$ cat src/rtl/wide_addsub_seq_pkg.sv
// Shared constants for the wide add/subtract sequencer: FSM encoding,
// chunk width, and the chunk-index width helper.
package wide_addsub_seq_pkg;

    localparam int CHUNK_W = 16;

    typedef enum logic [1:0] {
        ST_IDLE = 2'd0,
        ST_RUN  = 2'd1,
        ST_DONE = 2'd2
    } state_t;

    // Width of the chunk index register; never below one bit.
    function automatic int idx_width(input int num_chunks);
        return (num_chunks <= 2) ? 1 : $clog2(num_chunks);
    endfunction

endpackage

$ cat src/rtl/wide_addsub_seq_if.sv
// Start/busy/done handshake bundle between the execute stage and the
// wide add/subtract sequencer.
interface wide_addsub_seq_if #(
    parameter int NUM_CHUNKS = 2
);
    localparam int DW = 16 * NUM_CHUNKS;

    logic          start;
    logic          sub;
    logic [DW-1:0] op_a;
    logic [DW-1:0] op_b;
    logic          ready;
    logic          busy;
    logic          done;
    logic [DW-1:0] result;
    logic          cout;
    logic          ovf;

    modport master (
        output start, sub, op_a, op_b,
        input  ready, busy, done, result, cout, ovf
    );

    modport slave (
        input  start, sub, op_a, op_b,
        output ready, busy, done, result, cout, ovf
    );

endinterface

$ cat src/rtl/wide_addsub_seq_cla.sv
// 16-bit carry-lookahead adder: 4-bit groups with group generate/propagate
// feeding a second lookahead level for the group carries.
import wide_addsub_seq_pkg::*;

module cla_16bit (
    input  logic [CHUNK_W-1:0] a,
    input  logic [CHUNK_W-1:0] b,
    input  logic               cin,
    output logic [CHUNK_W-1:0] sum,
    output logic               cout
);
    logic [15:0] g;
    logic [15:0] p;
    logic [16:0] c;
    logic [3:0]  grp_g;
    logic [3:0]  grp_p;
    logic [4:0]  grp_c;

    always_comb begin
        g     = a & b;
        p     = a ^ b;
        c     = '0;
        grp_g = '0;
        grp_p = '0;
        grp_c = '0;
        for (int k = 0; k < 4; k++) begin
            grp_p[k] = &p[4*k +: 4];
            grp_g[k] = g[4*k+3]
                     | (p[4*k+3] & g[4*k+2])
                     | (p[4*k+3] & p[4*k+2] & g[4*k+1])
                     | (p[4*k+3] & p[4*k+2] & p[4*k+1] & g[4*k]);
        end
        grp_c[0] = cin;
        for (int k = 0; k < 4; k++) begin
            grp_c[k+1] = grp_g[k] | (grp_p[k] & grp_c[k]);
        end
        // Bit carries inside each group start from the lookahead group carry.
        for (int k = 0; k < 4; k++) begin
            c[4*k] = grp_c[k];
            for (int j = 0; j < 3; j++) begin
                c[4*k+j+1] = g[4*k+j] | (p[4*k+j] & c[4*k+j]);
            end
        end
        c[16] = grp_c[4];
        sum   = p ^ c[15:0];
        cout  = c[16];
    end

endmodule

$ cat src/rtl/wide_addsub_seq.sv
// Multi-cycle DW-bit add/subtract using one shared 16-bit CLA, one chunk per
// cycle LSB first, with the inter-chunk carry held in a register.
import wide_addsub_seq_pkg::*;

module wide_addsub_seq #(
    parameter int NUM_CHUNKS = 2
) (
    input logic              clk,
    input logic              rst,
    wide_addsub_seq_if.slave bus
);
    localparam int DW = CHUNK_W * NUM_CHUNKS;
    localparam int IW = idx_width(NUM_CHUNKS);

    state_t             state;
    state_t             state_nxt;
    logic [DW-1:0]      a_reg;
    logic [DW-1:0]      b_reg;
    logic [DW-1:0]      result_reg;
    logic [IW-1:0]      idx;
    logic               carry_reg;
    logic               cout_reg;
    logic               ovf_reg;
    logic [CHUNK_W-1:0] a_chunk;
    logic [CHUNK_W-1:0] b_chunk;
    logic [CHUNK_W-1:0] sum;
    logic               chunk_cout;
    logic               last;
    logic               accept;

    assign accept  = bus.start && ((state == ST_IDLE) || (state == ST_DONE));
    assign last    = (idx == IW'(NUM_CHUNKS - 1));
    assign a_chunk = a_reg[CHUNK_W*idx +: CHUNK_W];
    assign b_chunk = b_reg[CHUNK_W*idx +: CHUNK_W];

    cla_16bit u_cla (
        .a    (a_chunk),
        .b    (b_chunk),
        .cin  (carry_reg),
        .sum  (sum),
        .cout (chunk_cout)
    );

    always_ff @(posedge clk) begin
        if (rst) begin
            state <= ST_IDLE;
        end else begin
            state <= state_nxt;
        end
    end

    always_comb begin
        state_nxt = state;
        case (state)
            ST_IDLE: if (accept) state_nxt = ST_RUN;
            ST_RUN:  if (last)   state_nxt = ST_DONE;
            ST_DONE: state_nxt = accept ? ST_RUN : ST_IDLE;
            default: state_nxt = ST_IDLE;
        endcase
    end

    always_comb begin
        bus.ready = (state == ST_IDLE) || (state == ST_DONE);
        bus.busy  = (state == ST_RUN);
        bus.done  = (state == ST_DONE);
    end

    // Subtraction is A + ~B + 1: invert B at capture and seed the carry with 1.
    always_ff @(posedge clk) begin
        if (rst) begin
            result_reg <= '0;
            cout_reg   <= 1'b0;
            ovf_reg    <= 1'b0;
            carry_reg  <= 1'b0;
            idx        <= '0;
        end else if (accept) begin
            a_reg     <= bus.op_a;
            b_reg     <= bus.sub ? ~bus.op_b : bus.op_b;
            carry_reg <= bus.sub;
            idx       <= '0;
        end else if (state == ST_RUN) begin
            result_reg[CHUNK_W*idx +: CHUNK_W] <= sum;
            carry_reg <= chunk_cout;
            idx       <= idx + 1'b1;
            if (last) begin
                cout_reg <= chunk_cout;
                ovf_reg  <= (a_reg[DW-1] == b_reg[DW-1]) && (sum[CHUNK_W-1] != a_reg[DW-1]);
            end
        end
    end

    assign bus.result = result_reg;
    assign bus.cout   = cout_reg;
    assign bus.ovf    = ovf_reg;

endmodule

$ cat src/flat_wrapper.sv
// flat-port wrapper written by rule: the top's interface ports become plain ports
module wide_addsub_seq_flat 
#(
    parameter int NUM_CHUNKS = 2
)
  (clk, rst, bus_start, bus_sub, bus_op_a, bus_op_b, bus_ready, bus_busy, bus_done, bus_result, bus_cout, bus_ovf);
  wide_addsub_seq_if #(.NUM_CHUNKS(NUM_CHUNKS)) bus_i ();
  input logic clk;
  input logic rst;
  input wire logic [$bits(bus_i.start)-1:0] bus_start;
  input wire logic [$bits(bus_i.sub)-1:0] bus_sub;
  input wire logic [$bits(bus_i.op_a)-1:0] bus_op_a;
  input wire logic [$bits(bus_i.op_b)-1:0] bus_op_b;
  output wire logic [$bits(bus_i.ready)-1:0] bus_ready;
  output wire logic [$bits(bus_i.busy)-1:0] bus_busy;
  output wire logic [$bits(bus_i.done)-1:0] bus_done;
  output wire logic [$bits(bus_i.result)-1:0] bus_result;
  output wire logic [$bits(bus_i.cout)-1:0] bus_cout;
  output wire logic [$bits(bus_i.ovf)-1:0] bus_ovf;
  assign bus_i.start = bus_start;
  assign bus_i.sub = bus_sub;
  assign bus_i.op_a = bus_op_a;
  assign bus_i.op_b = bus_op_b;
  assign bus_ready = bus_i.ready;
  assign bus_busy = bus_i.busy;
  assign bus_done = bus_i.done;
  assign bus_result = bus_i.result;
  assign bus_cout = bus_i.cout;
  assign bus_ovf = bus_i.ovf;
  wide_addsub_seq #(.NUM_CHUNKS(NUM_CHUNKS)) u_core (.clk(clk), .rst(rst), .bus(bus_i));
endmodule
$ cat config.mk
export PLATFORM = sky130hd
export DESIGN_NAME = wide_addsub_seq_flat
export DESIGN_NICKNAME = d
export VERILOG_FILES = /design/src/rtl/wide_addsub_seq_pkg.sv /design/src/rtl/wide_addsub_seq_if.sv /design/src/rtl/wide_addsub_seq_cla.sv /design/src/rtl/wide_addsub_seq.sv /design/src/flat_wrapper.sv
export SDC_FILE = /design/constraint.sdc
export NUM_CORES = 1
export LEC_CHECK = 0
export CAP_MARGIN = 20
export CORE_ASPECT_RATIO = 1.2
export CORE_MARGIN = 2
export CORE_UTILIZATION = 50
export DETAILED_ROUTE_END_ITERATION = 10
export GPL_ROUTABILITY_DRIVEN = 1
export PLACE_DENSITY = 0.79
export SETUP_SLACK_MARGIN = 0.4
export SYNTH_ARGS = -nofsm -noshare
export SYNTH_HDL_FRONTEND = slang
export SYNTH_SLANG_ARGS = --single-unit
$ cat constraint.sdc
create_clock -name clk -period 5.21 [get_ports clk]
set_input_delay 1.042 -clock clk [delete_from_list [all_inputs] [get_ports clk]]
set_output_delay 1.042 -clock clk [all_outputs]
set_load 0.03 [all_outputs]
==> flow_summary.yaml <==
power_and_ir_drop:
  p_leak_nw: 2.17
  powerDensity_nw_per_um2: 304
  clkPwrFrac_pct: 26.5
  comb_power_share_pct: 22.1
  p_switching_mw: 0.511
  p_int_mw: 1.31
  seq_power_share_pct: 51.4
  irDropWorstVdd_mv: 0.148
  netSwitchingFraction_pct: 28.0
cells_and_area:
  layout_commonest_cell: "clkdlybuf4s50_1"
  utilization_pct: 66.2
  layout.nets: 565
  fillers: 703
  area_delta_synth_final_pct: 28.2
  n_antenna_cell: 0
  final_cell_mix: "clkdlybuf4s50_1, edfxtp_1, dfxtp_1, xor2_1, nor2_1"
  layout-drive-gt1-share_pct: 10.3
clock_tree:
  clock_latency_ps: 370
  cts_resized: 0
  cts_tree: "yes"
  postCtsSetupBuffers: 0
  h-tree-depth: 3
  cts_made_buffers: 9
  ctsHoldBuffers: 0
  clock_sinks: 102
  clockRootBuffer: "clkbuf_8"
  path_clk_slew_ps: 100
  ctsLongestPathBuffers: 2
logic_synthesis:
  synth_xor_area_share_pct: 6.72
  synth_nets: 463
  syn_avg_cell_area_um2: 12.8
  ys_ff_latch: 102
  synth_top_area_share_pct: 41.0
  ys.warnings.count: 0
  synth.area.top_cells: "edfxtp_1, dfxtp_1, xor2_1"
  yosys.area_share.simple_pct: 7.34
  synthAdderAreaFrac_pct: 9.39
  synth_top_family_by_area: "adder cells"
  synthCells: 367
  synth_area_um2: 4690
  yosysSeqAreaShare_pct: 57.2
  synth_mux_area_share_pct: 7.15
  synth_compound_area_share_pct: 8.03
  yosys.area.top_type: "edfxtp_1"
  synthDistinctLibCells: 38
die:
  die_x_um: 92.4
  chipHeight_um: 110
  pin_count: 105
  dieArea_um2: 10200
  rows: 38
  initial_core_util_pct: 51.6
  coreArea_um2: 9080
detailed_routing:
  dr_total_vias: 2983
  routedWlPerCell_um: 14.7
  drt_iter0_drc: 92
  drc_errors: 0
  routed_wl_um: 8760
  vias_per_cell: 5.02
  drt_first_pass_iters: 4
  antenna_left: 0
global_routing:
  grt_pass1_vias: 2948
  grt_pass1_wl_um: 13800
  grt_max_degree: 40
  antenna_found_initial: 0
  grt_usage_pct: 17.9
  grt-ovfl-total: 0
placed_design:
  hpwlAfterDp_um: 6700
  place_congestion: 0.789
  numPortBuffers: 104
sta:
  timing.final.crit_share_pct: 78.3
  rsz0062_at_grt: "no"
  worst_slew_pin_slew_ps: 864
  finalSetupTns_ps: 0
  fin_skew_ps: 14.7
  slew_headroom_pct: 42.3
  fmax_mhz: 245
  hold_viol: 0
  setup_viol: 0
  maxSlewViolCount: 0
  fin_crit_ps: 4080
hold_path:
  hold_class: "flip-flop to flip-flop"
setup_path:
  crit_type: "flip-flop to flip-flop"
  cp_common_cell: "fa_1"
  cp.required_ps: 5490
  worst_setup_path_end_kind: "flip-flop"
  cp-start-kind: "flip-flop"
  cp.arrival_ps: 4360
  cp_slowest_cell: "dfxtp_2"
  path_cells: "mux2i_1 -> inv_1 -> ha_1 -> a21oi_1 -> nor2b_1 -> o311ai_2 -> and3_2 -> fa_1 -> fa_1 -> inv_1 -> fa_1 -> xnor2_1 -> or3_1 -> a311oi_2"
  max_stage_delay_ps: 830
  crit_path_max_fanout: 27
status:
  status: "complete, no violations"
run:
  drv_cap: 0
-- path summary, 6_finish.rpt --
path / from / to / slack [ps] / cells past startpoint
max: u_core.idx$_SDFFE_PP0P_ / u_core.bus.ovf$_SDFFE_PP0P_ / 1130 / 14
min: u_core.bus.result[3]$_SDFFE_PP0P_ / u_core.bus.result[3]$_SDFFE_PP0P_ / 460 / 2
max reg2reg: u_core.idx$_SDFFE_PP0P_ / u_core.bus.ovf$_SDFFE_PP0P_ / 1130 / 14
min reg2reg: u_core.bus.result[3]$_SDFFE_PP0P_ / u_core.bus.result[3]$_SDFFE_PP0P_ / 460 / 2
-- critical path, delay by kind of cell, from the launching register on --
family / cells / cell delay, ps
XOR/XNOR: 1 / 180
multiplexers: 1 / 400
adder cells (fa/ha/maj): 4 / 1060
AO/OA/AOI/OAI: 3 / 700
buffers and inverters: 2 / 150
flip-flops: 1 / 830
AND/OR/NAND/NOR: 3 / 670
-- cells in the mapped netlist (all sizes together) --
library cell,instances
inv,25
xnor2,4
nand2,29
and2b,1
nor2b,2
clkbuf,3
a211oi,23
o21a,1
nor2,34
nand2b,3
a311oi,2
a21oi,21
and2,1
a22oi,1
mux2i,20
and3,1
nand3,2
edfxtp,64
o21ai,2
buf,14
ha,16
dfxtp,38
fa,12
o31a,1
mux2,12
or3,2
xor2,32
o311ai,1
-- final cells by class --
class / count / area, um2 / share of cell area, %
Multi-Input combinational cell: 223 / 1820 / 30.3
Clock inverter: 4 / 28.8 / 0.479
Sequential cell: 102 / 2680 / 44.7
Clock buffer: 12 / 166 / 2.77
Timing Repair Buffer: 108 / 1070 / 17.7
Inverter: 25 / 96.3 / 1.60
Tap cell: 120 / 150 / 2.50
-- layer usage --
metal | share of wire [%] | up-vias | GRT usage, %
li1 | - | 1477 | -
met2 | 52 | 77 | 32.5
met1 | 42 | 1417 | 21.4
met4 | 1.5 | 0 | 6.18
met3 | 4.2 | 12 | 3.54
met5 | 0 | - | 0
-- stage by stage --
step | cells | power, mW | worst slack, ps | cell area (um2) | hold slack (ps)
floorplan | 367 | 1.20 | 618 | 4690 | 582
global placement | 578 | 1.35 | 1200 | 5820 | 442
detailed placement | 578 | 1.36 | 1120 | 5820 | 448
CTS | 594 | 1.83 | 1110 | 6010 | 462
global route | 594 | 1.91 | 902 | 6010 | 490
finish | 594 | 1.83 | 1130 | 6010 | 459
-- kinds of logic (layout without fill, tap and decap cells) --
| logic type | after synthesis | after routing |
|---|---|---|
| flops | 102 | 102 |
| compound gates | 52 | 52 |
| xor+xnor | 36 | 36 |
| simple gates | 75 | 75 |
| mux | 32 | 32 |
| buf+inv | 42 | 149 |
| fa+ha+maj | 28 | 28 |
-- power groups by stage --
stage               logic, mW  registers [mW]  clock network, mW
finish                  0.404           0.939              0.484
global route            0.440           0.945              0.521
CTS                     0.405           0.940              0.488
detailed placement      0.403           0.958                  0
global placement        0.389           0.956                  0
floorplan               0.217           0.985                  0
No activity file was read; power rests on OpenSTA's default activity.
